### src/rtl/dp_tap_ctrl.sv
// IEEE 1149.1 TAP controller with a 5-bit instruction register for the debug port.
// Decodes the DR capture/shift/update strobes and muxes TDO between the IR and the selected DR.
module dp_tap_ctrl #(
    parameter int              IR_W       = 5,
    parameter logic [IR_W-1:0] IR_RESET   = IR_W'(1),
    parameter logic [IR_W-1:0] IR_CAPTURE = IR_W'(1)
) (
    input  logic            clk,
    input  logic            resetn,
    input  logic            tms,
    input  logic            tdi,
    input  logic            dr_tdo,
    output logic            tdo,
    output logic            tdo_en,
    output logic [IR_W-1:0] ir_out,
    output logic            tlr,
    output logic            dr_capture,
    output logic            dr_shift,
    output logic            dr_update
);

    // Standard 1149.1 state encoding.
    localparam logic [3:0] S_EX2_DR = 4'h0;
    localparam logic [3:0] S_EX1_DR = 4'h1;
    localparam logic [3:0] S_SH_DR  = 4'h2;
    localparam logic [3:0] S_PAU_DR = 4'h3;
    localparam logic [3:0] S_SEL_IR = 4'h4;
    localparam logic [3:0] S_UPD_DR = 4'h5;
    localparam logic [3:0] S_CAP_DR = 4'h6;
    localparam logic [3:0] S_SEL_DR = 4'h7;
    localparam logic [3:0] S_EX2_IR = 4'h8;
    localparam logic [3:0] S_EX1_IR = 4'h9;
    localparam logic [3:0] S_SH_IR  = 4'hA;
    localparam logic [3:0] S_PAU_IR = 4'hB;
    localparam logic [3:0] S_RTI    = 4'hC;
    localparam logic [3:0] S_UPD_IR = 4'hD;
    localparam logic [3:0] S_CAP_IR = 4'hE;
    localparam logic [3:0] S_TLR    = 4'hF;

    logic [3:0]      state_q, state_d;
    logic [IR_W-1:0] ir_sr_q, ir_sr_d;
    logic [IR_W-1:0] ir_out_q, ir_out_d;

    always_comb begin
        state_d = state_q;
        case (state_q)
            S_TLR:    state_d = tms ? S_TLR    : S_RTI;
            S_RTI:    state_d = tms ? S_SEL_DR : S_RTI;
            S_SEL_DR: state_d = tms ? S_SEL_IR : S_CAP_DR;
            S_CAP_DR: state_d = tms ? S_EX1_DR : S_SH_DR;
            S_SH_DR:  state_d = tms ? S_EX1_DR : S_SH_DR;
            S_EX1_DR: state_d = tms ? S_UPD_DR : S_PAU_DR;
            S_PAU_DR: state_d = tms ? S_EX2_DR : S_PAU_DR;
            S_EX2_DR: state_d = tms ? S_UPD_DR : S_SH_DR;
            S_UPD_DR: state_d = tms ? S_SEL_DR : S_RTI;
            S_SEL_IR: state_d = tms ? S_TLR    : S_CAP_IR;
            S_CAP_IR: state_d = tms ? S_EX1_IR : S_SH_IR;
            S_SH_IR:  state_d = tms ? S_EX1_IR : S_SH_IR;
            S_EX1_IR: state_d = tms ? S_UPD_IR : S_PAU_IR;
            S_PAU_IR: state_d = tms ? S_EX2_IR : S_PAU_IR;
            S_EX2_IR: state_d = tms ? S_UPD_IR : S_SH_IR;
            S_UPD_IR: state_d = tms ? S_SEL_DR : S_RTI;
            default:  state_d = S_TLR;
        endcase
    end

    // The last tdi bit is still taken on the edge that leaves Shift-IR.
    always_comb begin
        ir_sr_d  = ir_sr_q;
        ir_out_d = ir_out_q;
        case (state_q)
            S_CAP_IR: ir_sr_d  = IR_CAPTURE;
            S_SH_IR:  ir_sr_d  = {tdi, ir_sr_q[IR_W-1:1]};
            S_UPD_IR: ir_out_d = ir_sr_q;
            S_TLR:    ir_out_d = IR_RESET;
            default:  ;
        endcase
    end

    always_ff @(posedge clk) begin
        if (!resetn) begin
            state_q  <= S_TLR;
            ir_sr_q  <= '0;
            ir_out_q <= IR_RESET;
        end else begin
            state_q  <= state_d;
            ir_sr_q  <= ir_sr_d;
            ir_out_q <= ir_out_d;
        end
    end

    always_comb begin
        tlr        = (state_q == S_TLR);
        dr_capture = (state_q == S_CAP_DR);
        dr_shift   = (state_q == S_SH_DR);
        dr_update  = (state_q == S_UPD_DR);
        tdo_en     = (state_q == S_SH_IR) | (state_q == S_SH_DR);
        tdo        = 1'b0;
        if (state_q == S_SH_IR)
            tdo = ir_sr_q[0];
        else if (state_q == S_SH_DR)
            tdo = dr_tdo;
    end

    assign ir_out = ir_out_q;

endmodule

### config.mk
export PLATFORM = sky130hd
export DESIGN_NAME = dp_tap_ctrl
export DESIGN_NICKNAME = d
export VERILOG_FILES = /design/src/rtl/dp_tap_ctrl.sv
export SDC_FILE = /design/constraint.sdc
export NUM_CORES = 1
export LEC_CHECK = 0
export ABC_AREA = 1
export CAP_MARGIN = 25
export CORE_UTILIZATION = 47
export DETAILED_ROUTE_END_ITERATION = 8
export GPL_TIMING_DRIVEN = 0
export PLACE_DENSITY = 0.72
export SLEW_MARGIN = 20
export SYNTH_ARGS = -nofsm -noshare
export SYNTH_HDL_FRONTEND = slang
export SYNTH_SLANG_ARGS = --single-unit
export TNS_END_PERCENT = 20
### constraint.sdc
create_clock -name clk -period 1.3 [get_ports clk]
set_clock_uncertainty 0.05 [all_clocks]
set_input_delay 0.26 -clock clk [delete_from_list [all_inputs] [get_ports clk]]
set_output_delay 0.26 -clock clk [all_outputs]
set_load 0.05 [all_outputs]
# Yosys cells after proc, flatten, opt, wreduce, memory -nomap -nowiden
# Index checks and enable logic that the tools add are counted.
dict set report classes {
  n_div 0
  n_eq_ne 15
  muxes 17
  n_addsub 0
  n_shift 0
  magnitude_cmp 0
  n_bitwise 1
  mul 0
  n_reduce_logical 6
}
# cell count
set ops {}
lappend ops {{4-bit one-hot mux with 12 select lines} 1}
lappend ops {{4-bit == test (second input constant)} 8}
lappend ops {{5-bit one-hot mux with 2 select lines} 2}
lappend ops {{4-bit by 3-bit == test with 1-bit output (second input constant)} 4}
lappend ops {{2-bit 2-to-1 mux} 6}
lappend ops {{3-bit 2-to-1 mux} 4}
lappend ops {{4-bit by 2-bit == test with 1-bit output (second input constant)} 2}
lappend ops {{4-bit by 1-bit == test with 1-bit output (second input constant)} 1}
lappend ops {{4-bit logical NOT} 1}
lappend ops {{4-bit 2-to-1 mux} 1}
lappend ops {{2-bit nonzero test} 2}
lappend ops {{2-bit OR reduction} 2}
lappend ops {{1-bit 2-to-1 mux} 3}
lappend ops {{3-bit OR reduction} 1}
lappend ops {{1-bit bitwise OR} 1}
dict set report word_totals {
  ram_bits 0
  output_inout_bits 11
  romBits 0
  latch_bits 0
  mem_count 0
  register_bits 14
  in_bits 5
}

# Depth between registers and ports, before layout
# Gate-level depths: netlist of run 1.
dict set report depth {
  depth_word 3
  ltp_mapped 7
  depth_no_buf 7
}

# Worst setup path before layout of run 1
# Ideal clock, no wire load.
dict set report synth_timing {
  path_type {register to output}
  start {register state_q[0]}
  end {output port tdo}
  path_buffers 0
  t_arrival_ps 1408
  path_stages_with_launch 7
  setup_slack_ps -418
  cell_sequence {dfxtp_1 > inv_2 > nand2_4 > inv_1 > nand2_1 > inv_1 > a22o_1}
}
dict set report synth_between {
  elab_chain_cells 3
  elab_cells_between_ends 4
}
# item line
set synth_rtl {}
lappend synth_rtl {{start, declared} 40} ;# logic [3:0] state_q, state_d;
lappend synth_rtl {{start signal, assigned} 86} ;# state_q <= state_d;
lappend synth_rtl {{4-bit by 2-bit == test with 1-bit output} n/a}
lappend synth_rtl {{via dr_shift} 18} ;# output logic dr_shift,
lappend synth_rtl {{1-bit 2-to-1 mux} 101} ;# else if (state_q == S_SH_DR)
lappend synth_rtl {{1-bit 2-to-1 mux} 99} ;# if (state_q == S_SH_IR)
lappend synth_rtl {{end, declared} 13} ;# output logic tdo,
# The timed path passes the listed nets, and every way through them passes these cells.

# Worst setup path in the final report of run 1
dict set report layout_timing {
  start {register state_q[0]}
  end {output port tdo}
}
dict set report layout_between {
  elab_chain_cells 3
  elab_cells_between_ends 4
}
# item line
set layout_rtl {}
lappend layout_rtl {{4-bit by 2-bit == test with 1-bit output} 101}
lappend layout_rtl {{1-bit 2-to-1 mux} 101}
lappend layout_rtl {{1-bit 2-to-1 mux (*)} 99}
# Every way passes the cells marked *; elsewhere a longest branch is shown, timed or not.

==> results of run 1 <==
[cell families after synthesis]
group | synth area share (%)
AOI/OAI and AO/OA | 9.945
DFF | 40.51
and+or+nand+nor | 42.50
buffers and inverters | 7.051
[worst max path at each step]
stage	endpoint	startpoint	slack (ps)
floorplan	tdo	state_q[0]	-210
global placement	tdo	state_q[2]	-760
detailed placement	tdo	state_q[2]	-750
CTS	tdo	state_q[0]	-350
global route	tdo	state_q[0]	-400
finish	tdo	state_q[0]	-350
[where the power goes]
| part | switching [uW] | internal (uW) | total (uW) |
|---|---|---|---|
| Sequential | 110 | 544 | 654 |
| Clock | 136 | 119 | 255 |
| Combinational | 808 | 375 | 1180 |
[per-stage QoR]
step	instances	hold WS (ps)	total power, uW	setup TNS (ps)
2_1_floorplan	109	303.7	1411	-751.1
3_3_place_gp	139	401.9	1676	-4645
3_5_place_dp	139	405.7	1686	-4722
4_1_cts	145	419.1	2035	-1076
5_1_grt	146	268.3	2219	-1566
6_report	146	249.6	2092	-1263
[critical path: stages, from the launching register on]
cell	delay [ps]
dfxtp_4	360
inv_2	50
nand2_4	90
inv_2	40
nand2_2	70
clkinvlp_4	80
a22o_4	220
buf_8	150
[metal layers]
metal | vias up | routed length, um | share of wire [%]
met1 | 350 | 754 | 43
li1 | 395 | - | -
met5 | - | 0 | 0
met4 | 0 | 11 | 0.62
met3 | 2 | 159 | 9.0
met2 | 44 | 841 | 48
[state kept, by name, indices dropped and copies added (netlist names)]
signal   cells
state_q      4
ir_sr_q      5
ir_out       5
[cell usage after synthesis]
| cell | count | area (um^2) |
|---|---|---|
| nand3_1 | 12 | 60.06 |
| clkinv_1 | 1 | 3.750 |
| inv_2 | 1 | 3.750 |
| nand2_4 | 1 | 11.26 |
| nor2_2 | 1 | 6.260 |
| nand4_1 | 2 | 12.51 |
| nor2_1 | 17 | 63.81 |
| a21oi_1 | 11 | 55.05 |
| dfxtp_1 | 14 | 280.3 |
| nand3b_1 | 1 | 7.510 |
| inv_1 | 11 | 41.29 |
| nand2_1 | 34 | 127.6 |
| nor3_1 | 1 | 5.000 |
| a22o_1 | 1 | 8.760 |
| o21ai_0 | 1 | 5.000 |
[timing repair]
| action | in CTS | in global routing |
|---|---|---|
| buffers inserted | 2 | 1 |
| endpoints found under the setup margin | 11 | 14 |
| pin swaps | 2 | 0 |
| resized for setup | 64 | 13 |
[area by class of cell]
cell class	count	area share [%]
inverters	13	6.040
repair buffers	18	16.24
multi-input cells	82	41.74
flip-flops and latches	14	31.14
clock buffers	4	2.819
well taps	15	2.013
==> results.yml, run 1 <==
floorplan:
  rows: 13
  coreArea_um2: 1334
  die-area_um2: 1630
  die_h_um: 40.37
  start_util_pct: 51.88
  top_level_ports: 16
  die_w_um: 40.37
clock_network:
  clock_path_buffers: 2
  root_buffer: "clkbuf_4"
  cts_tree: "done"
  cts_hold_buf: 0
  insertion_delay_ps: 280
  clock_sinks: 14
  cts_made_buffers: 3
  htreeDepth: 1
  clkSlewWorstSetupHoldPaths_ps: 80
drt:
  drt_iter0_drc: 64
  remaining_drc_errors: 0
  firstDrtPassIters: 4
  vias_per_cell: 5.418
  wirelength_um: 1767
  vias: 791
  wl_per_cell_um: 12.10
  ant_nets: 0
placement:
  dpl.hpwl_um: 1251
  gp_congestion: 0.9326
  dp_slack_ps: -747.4
  placed_cell_area_um2: 882.1
  io_buffer_count: 15
finish:
  area_delta_synth_final_pct: 34.72
  design_area_um2: 932.1
  final_common_cell: "nand2_1"
  layout_common_cells: "31 x nand2_1, 15 x nor2_1, 12 x nand3_1, 11 x a21oi_1, 10 x dfxtp_1"
  post-route-util_pct: 69.89
  multi_input_area_um2: 389.1
  nNetsFinal: 137
  seqCellArea_um2: 290.3
  fill_cells: 128
  antenna_cells: 0
  drive_gt1_share_pct: 26.72
logic_synthesis:
  syn_area_per_cell_um2: 6.348
  ys_warn_count: 0
  synth.yosys.seq_area_share_pct: 40.51
  syn_area_um2: 691.9
  syn-num-nets: 114
  synthCells: 109
  ys_types: 15
  synth_seq_cells: 14
power_and_ir_drop:
  leakage_uw: 0.0004369
  peakVddDrop_mv: 1.238
  power_density_nw_per_um2: 2244
timing:
  worst_pin_slew_ps: 260.4
  slew-limit-headroom_pct: 82.76
  slew_viol_final: 0
  hold_viol: 0
  setup_viol: 6
  post-route-period-util_pct: 126.6
  period_needed_ps: 1646
  max_freq_mhz: 607.7
  setup_slack_ps: -345.5
  rsz0062_at_grt: "true"
global_routing:
  met1_usage_pct: 28.67
  antenna_found_initial: 0
  grt_usage_pct: 23.06
  use_met3_pct: 10.00
  grt_max_degree: 10
  gr-max-usage-layer: "met2"
  grt_pass1_vias: 620
  gr-total-overflow: 0
  use_met2_pct: 34.92
  grt_pass1_wl_um: 2442
setup_path:
  crit_required_ps: 990
  r2r_end: "state_q[2]"
  rrSetupSlack_ps: 60
  r2r-start: "state_q[0]"
  crit_fanout: 6
  criticalPathCategory: "flip-flop to primary output"
  crit_arrival_ps: 1340
  start_kind: "flip-flop"
  cp-end-kind: "primary output"
  reg2regPathDepth: 7
min_path:
  hold_path.class: "input pin to flip-flop"
  holdPathStages: 2
  hp-start: "resetn"
  min_to: "ir_out[0]"
flow_run:
  cap_violations: 0
run_status:
  violations: "negative setup slack"
  status: "finished with violations"
(Power assumes the default switching activity.)
==> inputs of run 2 (changes only) <==
==> constraint.sdc (replaced) <==
create_clock -name clk -period 1.7 [get_ports clk]
set_clock_uncertainty 0.05 [all_clocks]
set_input_delay 0.34 -clock clk [delete_from_list [all_inputs] [get_ports clk]]
set_output_delay 0.34 -clock clk [all_outputs]
set_load 0.05 [all_outputs]
==> results.yml, run 2 (synthesized netlist as in run 1, its figures left out) <==
run_status:
  status: "finished clean"
clock_network:
  cts_hold_buf: 0
  clock_sinks: 14
  clkSlewWorstSetupHoldPaths_ps: 90
  cts_tree: "done"
  insertion_delay_ps: 290
  cts_made_buffers: 3
  htreeDepth: 1
  root_buffer: "clkbuf_4"
  clock_path_buffers: 2
global_routing:
  gr-total-overflow: 0
  antenna_found_initial: 0
  met1_usage_pct: 30.20
  use_met3_pct: 5.000
  grt_usage_pct: 22.31
  grt_pass1_vias: 561
  grt_max_degree: 10
  gr-max-usage-layer: "met2"
  use_met2_pct: 33.33
  grt_pass1_wl_um: 2380
setup_path:
  criticalPathCategory: "flip-flop to primary output"
  crit_arrival_ps: 1310
  r2r-start: "state_q[0]"
  start_kind: "flip-flop"
  startpoint: "state_q[0]"
  crit_required_ps: 1310
  crit_fanout: 7
  worstSetupEndpoint: "tdo"
  reg2regPathDepth: 6
  rrSetupSlack_ps: 510
  r2r_end: "state_q[0]"
  cp-end-kind: "primary output"
drt:
  drt_iter0_drc: 32
  remaining_drc_errors: 0
  wl_per_cell_um: 10.95
  ant_nets: 0
  vias: 748
  vias_per_cell: 5.123
  firstDrtPassIters: 4
  wirelength_um: 1598
finish:
  fill_cells: 110
  final_common_cell: "nand2_1"
  post-route-util_pct: 69.79
  multi_input_area_um2: 387.9
  drive_gt1_share_pct: 19.08
  layout_common_cells: "33 x nand2_1, 17 x nor2_1, 12 x nand3_1, 11 x a21oi_1, 10 x dfxtp_1"
  seqCellArea_um2: 290.3
  antenna_cells: 0
  area_delta_synth_final_pct: 34.54
  nNetsFinal: 137
  design_area_um2: 930.9
floorplan:
  rows: 13
  start_util_pct: 51.88
  top_level_ports: 16
  coreArea_um2: 1334
  die_w_um: 40.37
  die_h_um: 40.37
  die-area_um2: 1630
power_and_ir_drop:
  leakage_uw: 0.0004511
  power_density_nw_per_um2: 1710
  fin_total_pwr_uw: 1592
  combPwrFrac_pct: 52.0
  swShare_pct: 50.06
  clkPwrFrac_pct: 15.7
  peakVddDrop_mv: 1.322
  cellInternalPower_uw: 795.0
  p_switching_uw: 796.8
  seq_power_share_pct: 32.3
placement:
  gp_congestion: 0.9509
  placed_cell_area_um2: 862.1
  dp_slack_ps: -453.9
  io_buffer_count: 15
  dpl.hpwl_um: 1170
flow_run:
  cap_violations: 0
min_path:
  hold_path.class: "flip-flop to flip-flop"
timing:
  slew_viol_final: 0
  setup_slack_ps: 1.792
  post-route-period-util_pct: 99.89
  period_needed_ps: 1698
  worst_pin_slew_ps: 485.8
  fin_tns_setup_ps: 0
  hold_viol: 0
  slew-limit-headroom_pct: 67.74
  setup_viol: 0
  max_freq_mhz: 588.9
  rsz0062_at_grt: "true"
run 2: power groups by stage:
stage	sequential, uW	clock [uW]	combinational, uW
after floorplan	514	0	536
after global placement	489	0	765
after detailed placement	490	0	767
after CTS	488	250	743
after global routing	523	264	922
final	514	250	828
run 2: how the worst min path moves through the flow:
stage / start / end / slack, ps / depth (start not counted)
floorplan: resetn / ir_out[0] / 380 / 1
global placement: ir_out[0] / ir_out[0] / 400 / 2
detailed placement: ir_out[0] / ir_out[0] / 400 / 2
CTS: ir_out[2] / ir_out[2] / 420 / 2
global route: ir_out[0] / ir_out[0] / 430 / 2
finish: ir_out[2] / ir_out[2] / 410 / 2
run 2: stage by stage:
stage	hold slack (ps)	cells
2_1_floorplan	383.7	109
3_3_place_gp	402.4	139
3_5_place_dp	404.2	139
4_1_cts	416.4	143
5_1_grt	433.8	146
6_report	414.2	146
run 2: layout make-up:
| cell class | count | share of cell area [%] |
|---|---|---|
| clock buffer | 4 | 3.898 |
| inverter | 13 | 5.511 |
| multi-input combinational | 82 | 41.67 |
| sequential | 14 | 31.18 |
| tap | 15 | 2.016 |
| timing repair buffer | 18 | 15.73 |
run 2: timing repair:
item	4_1_cts	5_1_grt
setup endpoints to repair	11	5
endpoints found under the hold margin	0	0
pin swaps	0	2
setup buffers	0	3
gates cloned	0	0
resized for setup	39	13
run 2: critical path, stage by stage, from the launching register on:
cell and delay, ps:
dfxtp_4 390, inv_4 60, nand2_8 80, inv_2 30, nand2_1 60, inv_2 40
a22o_4 220, buf_8 140
run 2: routing by layer:
metal	up-vias	share of wire, %
li1	393	-
met1	324	48
met2	29	43
met3	2	7.4
met4	0	1.5
met5	-	0
==> inputs of run 3 (changes only) <==
--- a/config.mk
+++ b/config.mk
@@ -10,7 +10,8 @@
 export CORE_UTILIZATION = 47
 export DETAILED_ROUTE_END_ITERATION = 8
 export GPL_TIMING_DRIVEN = 0
-export PLACE_DENSITY = 0.72
+export PLACE_DENSITY = 0.8
+export RECOVER_POWER = 25
 export SLEW_MARGIN = 20
 export SYNTH_ARGS = -nofsm -noshare
 export SYNTH_HDL_FRONTEND = slang
==> results.yml, run 3 (synthesized netlist as in run 1, its figures left out) <==
run_status:
  status: "finished clean"
finish:
  drive_gt1_share_pct: 22.96
  area_delta_synth_final_pct: 41.23
  antenna_cells: 0
  nNetsFinal: 141
  fill_cells: 116
  multi_input_area_um2: 394.1
  post-route-util_pct: 73.26
  layout_common_cells: "32 x nand2_1, 16 x nor2_1, 12 x nand3_1, 11 x a21oi_1, 10 x dfxtp_1"
  fin_cells: 150
  final_common_cell: "nand2_1"
  seqCellArea_um2: 290.3
clock_network:
  cts_made_buffers: 3
  htreeDepth: 1
  insertion_delay_ps: 280
  root_buffer: "clkbuf_4"
  clock_path_buffers: 2
  clock_sinks: 14
  cts_hold_buf: 0
  clkSlewWorstSetupHoldPaths_ps: 90
  cts_tree: "done"
drt:
  drt_iter0_drc: 40
  firstDrtPassIters: 5
  vias: 801
  wl_per_cell_um: 12.13
  remaining_drc_errors: 0
  wirelength_um: 1819
  ant_nets: 0
  vias_per_cell: 5.340
power_and_ir_drop:
  swShare_pct: 49.30
  fin_total_pwr_uw: 1680
  power_density_nw_per_um2: 1719
  clkPwrFrac_pct: 14.5
  cellInternalPower_uw: 851.8
  combPwrFrac_pct: 53.8
  seq_power_share_pct: 31.6
  p_switching_uw: 828.4
  peakVddDrop_mv: 1.586
  leakage_uw: 0.0004753
timing:
  hold_viol: 0
  setup_viol: 0
  max_freq_mhz: 594.9
  period_needed_ps: 1681
  slew_viol_final: 0
  rsz0062_at_grt: "true"
  slew-limit-headroom_pct: 67.28
  timing.hold.ws_ps: 416.0
  post-route-period-util_pct: 98.87
  worst_pin_slew_ps: 492.7
setup_path:
  worstSetupEndpoint: "tdo"
  cp-end-kind: "primary output"
  start_kind: "flip-flop"
  reg2regPathDepth: 7
  crit_chain: "inv_4, nand2_4, nor2_4, a22o_4, buf_8"
  cp_slowest_cell: "dfxtp_4"
  startpoint: "state_q[2]"
  crit_fanout: 6
  criticalPathCategory: "flip-flop to primary output"
  crit_required_ps: 1310
  max_stage_delay_ps: 420
  r2r_end: "ir_sr_q[1]"
  r2r-start: "state_q[1]"
  crit_arrival_ps: 1290
  rrSetupSlack_ps: 420
global_routing:
  grt_pass1_vias: 549
  grt_usage_pct: 22.07
  grt_pass1_wl_um: 2332
  gr-total-overflow: 0
  antenna_found_initial: 0
  grt_max_degree: 10
placement:
  dpl.hpwl_um: 1165
  gp_congestion: 0.9593
  io_buffer_count: 15
  dp_cells: 139
flow_run:
  cap_violations: 0
floorplan:
  coreArea_um2: 1334
  die-area_um2: 1630
  start_util_pct: 51.88
  die_w_um: 40.37
  top_level_ports: 16
  die_h_um: 40.37
  rows: 13
min_path:
  hold_path.class: "flip-flop to flip-flop"
## run 3: worst min path at each step
stage,to,cells past startpoint,start
2_1_floorplan,ir_out[0],1,resetn
3_3_place_gp,ir_out[0],2,ir_out[0]
3_5_place_dp,ir_out[4],2,ir_out[4]
4_1_cts,ir_out[4],2,ir_out[4]
5_1_grt,ir_out[1],2,ir_out[1]
6_report,ir_out[4],2,ir_out[4]
## run 3: metal layers
layer	global-route usage [%]	vias up	share of wire, %	wire length, um
met3	6.667	4	10	184
met1	31.68	345	41	750
met2	29.37	46	47	861
met5	0	-	0	0
li1	-	406	-	-
met4	10.00	0	1.2	22
## run 3: power by group through the flow
stage	Combinational (uW)	Sequential (uW)	Clock (uW)
after floorplan	536	514	0
after global placement	758	491	0
after detailed placement	758	496	0
after CTS	736	501	247
after global routing	988	539	263
final	904	532	244
## run 3: final cells by class
| cell class | instances | area share, % |
|---|---|---|
| Multi-Input combinational cell | 82 | 40.33 |
| Sequential cell | 14 | 29.71 |
| Timing Repair Buffer | 22 | 18.82 |
| Inverter | 13 | 5.506 |
| Clock buffer | 4 | 3.713 |
| Tap cell | 15 | 1.921 |
## run 3: worst max-delay path: cells and delay by family, from the launching register on
| kind | cells | cell delay (ps) |
|---|---|---|
| flops | 1 | 420 |
| simple gates | 2 | 130 |
| compound gates | 1 | 240 |
| buf+inv | 2 | 210 |
## run 3: what timing repair did
action,4_1_cts,5_1_grt
pin swaps,0,2
buffers inserted,0,7
endpoints found under the setup margin,11,5
hold endpoints to repair,0,0
cloned,0,0
gates resized for setup,41,20
## run 3: through the flow
step | setup WS (ps) | area, um^2 | setup TNS [ps]
2_1_floorplan | 24.27 | 693.2 | 0
3_3_place_gp | -440.5 | 862.1 | -1332
3_5_place_dp | -457.0 | 862.1 | -1356
4_1_cts | -67.67 | 877.1 | -67.67
5_1_grt | -43.36 | 977.2 | -101.0
6_report | 19.18 | 977.2 | 0
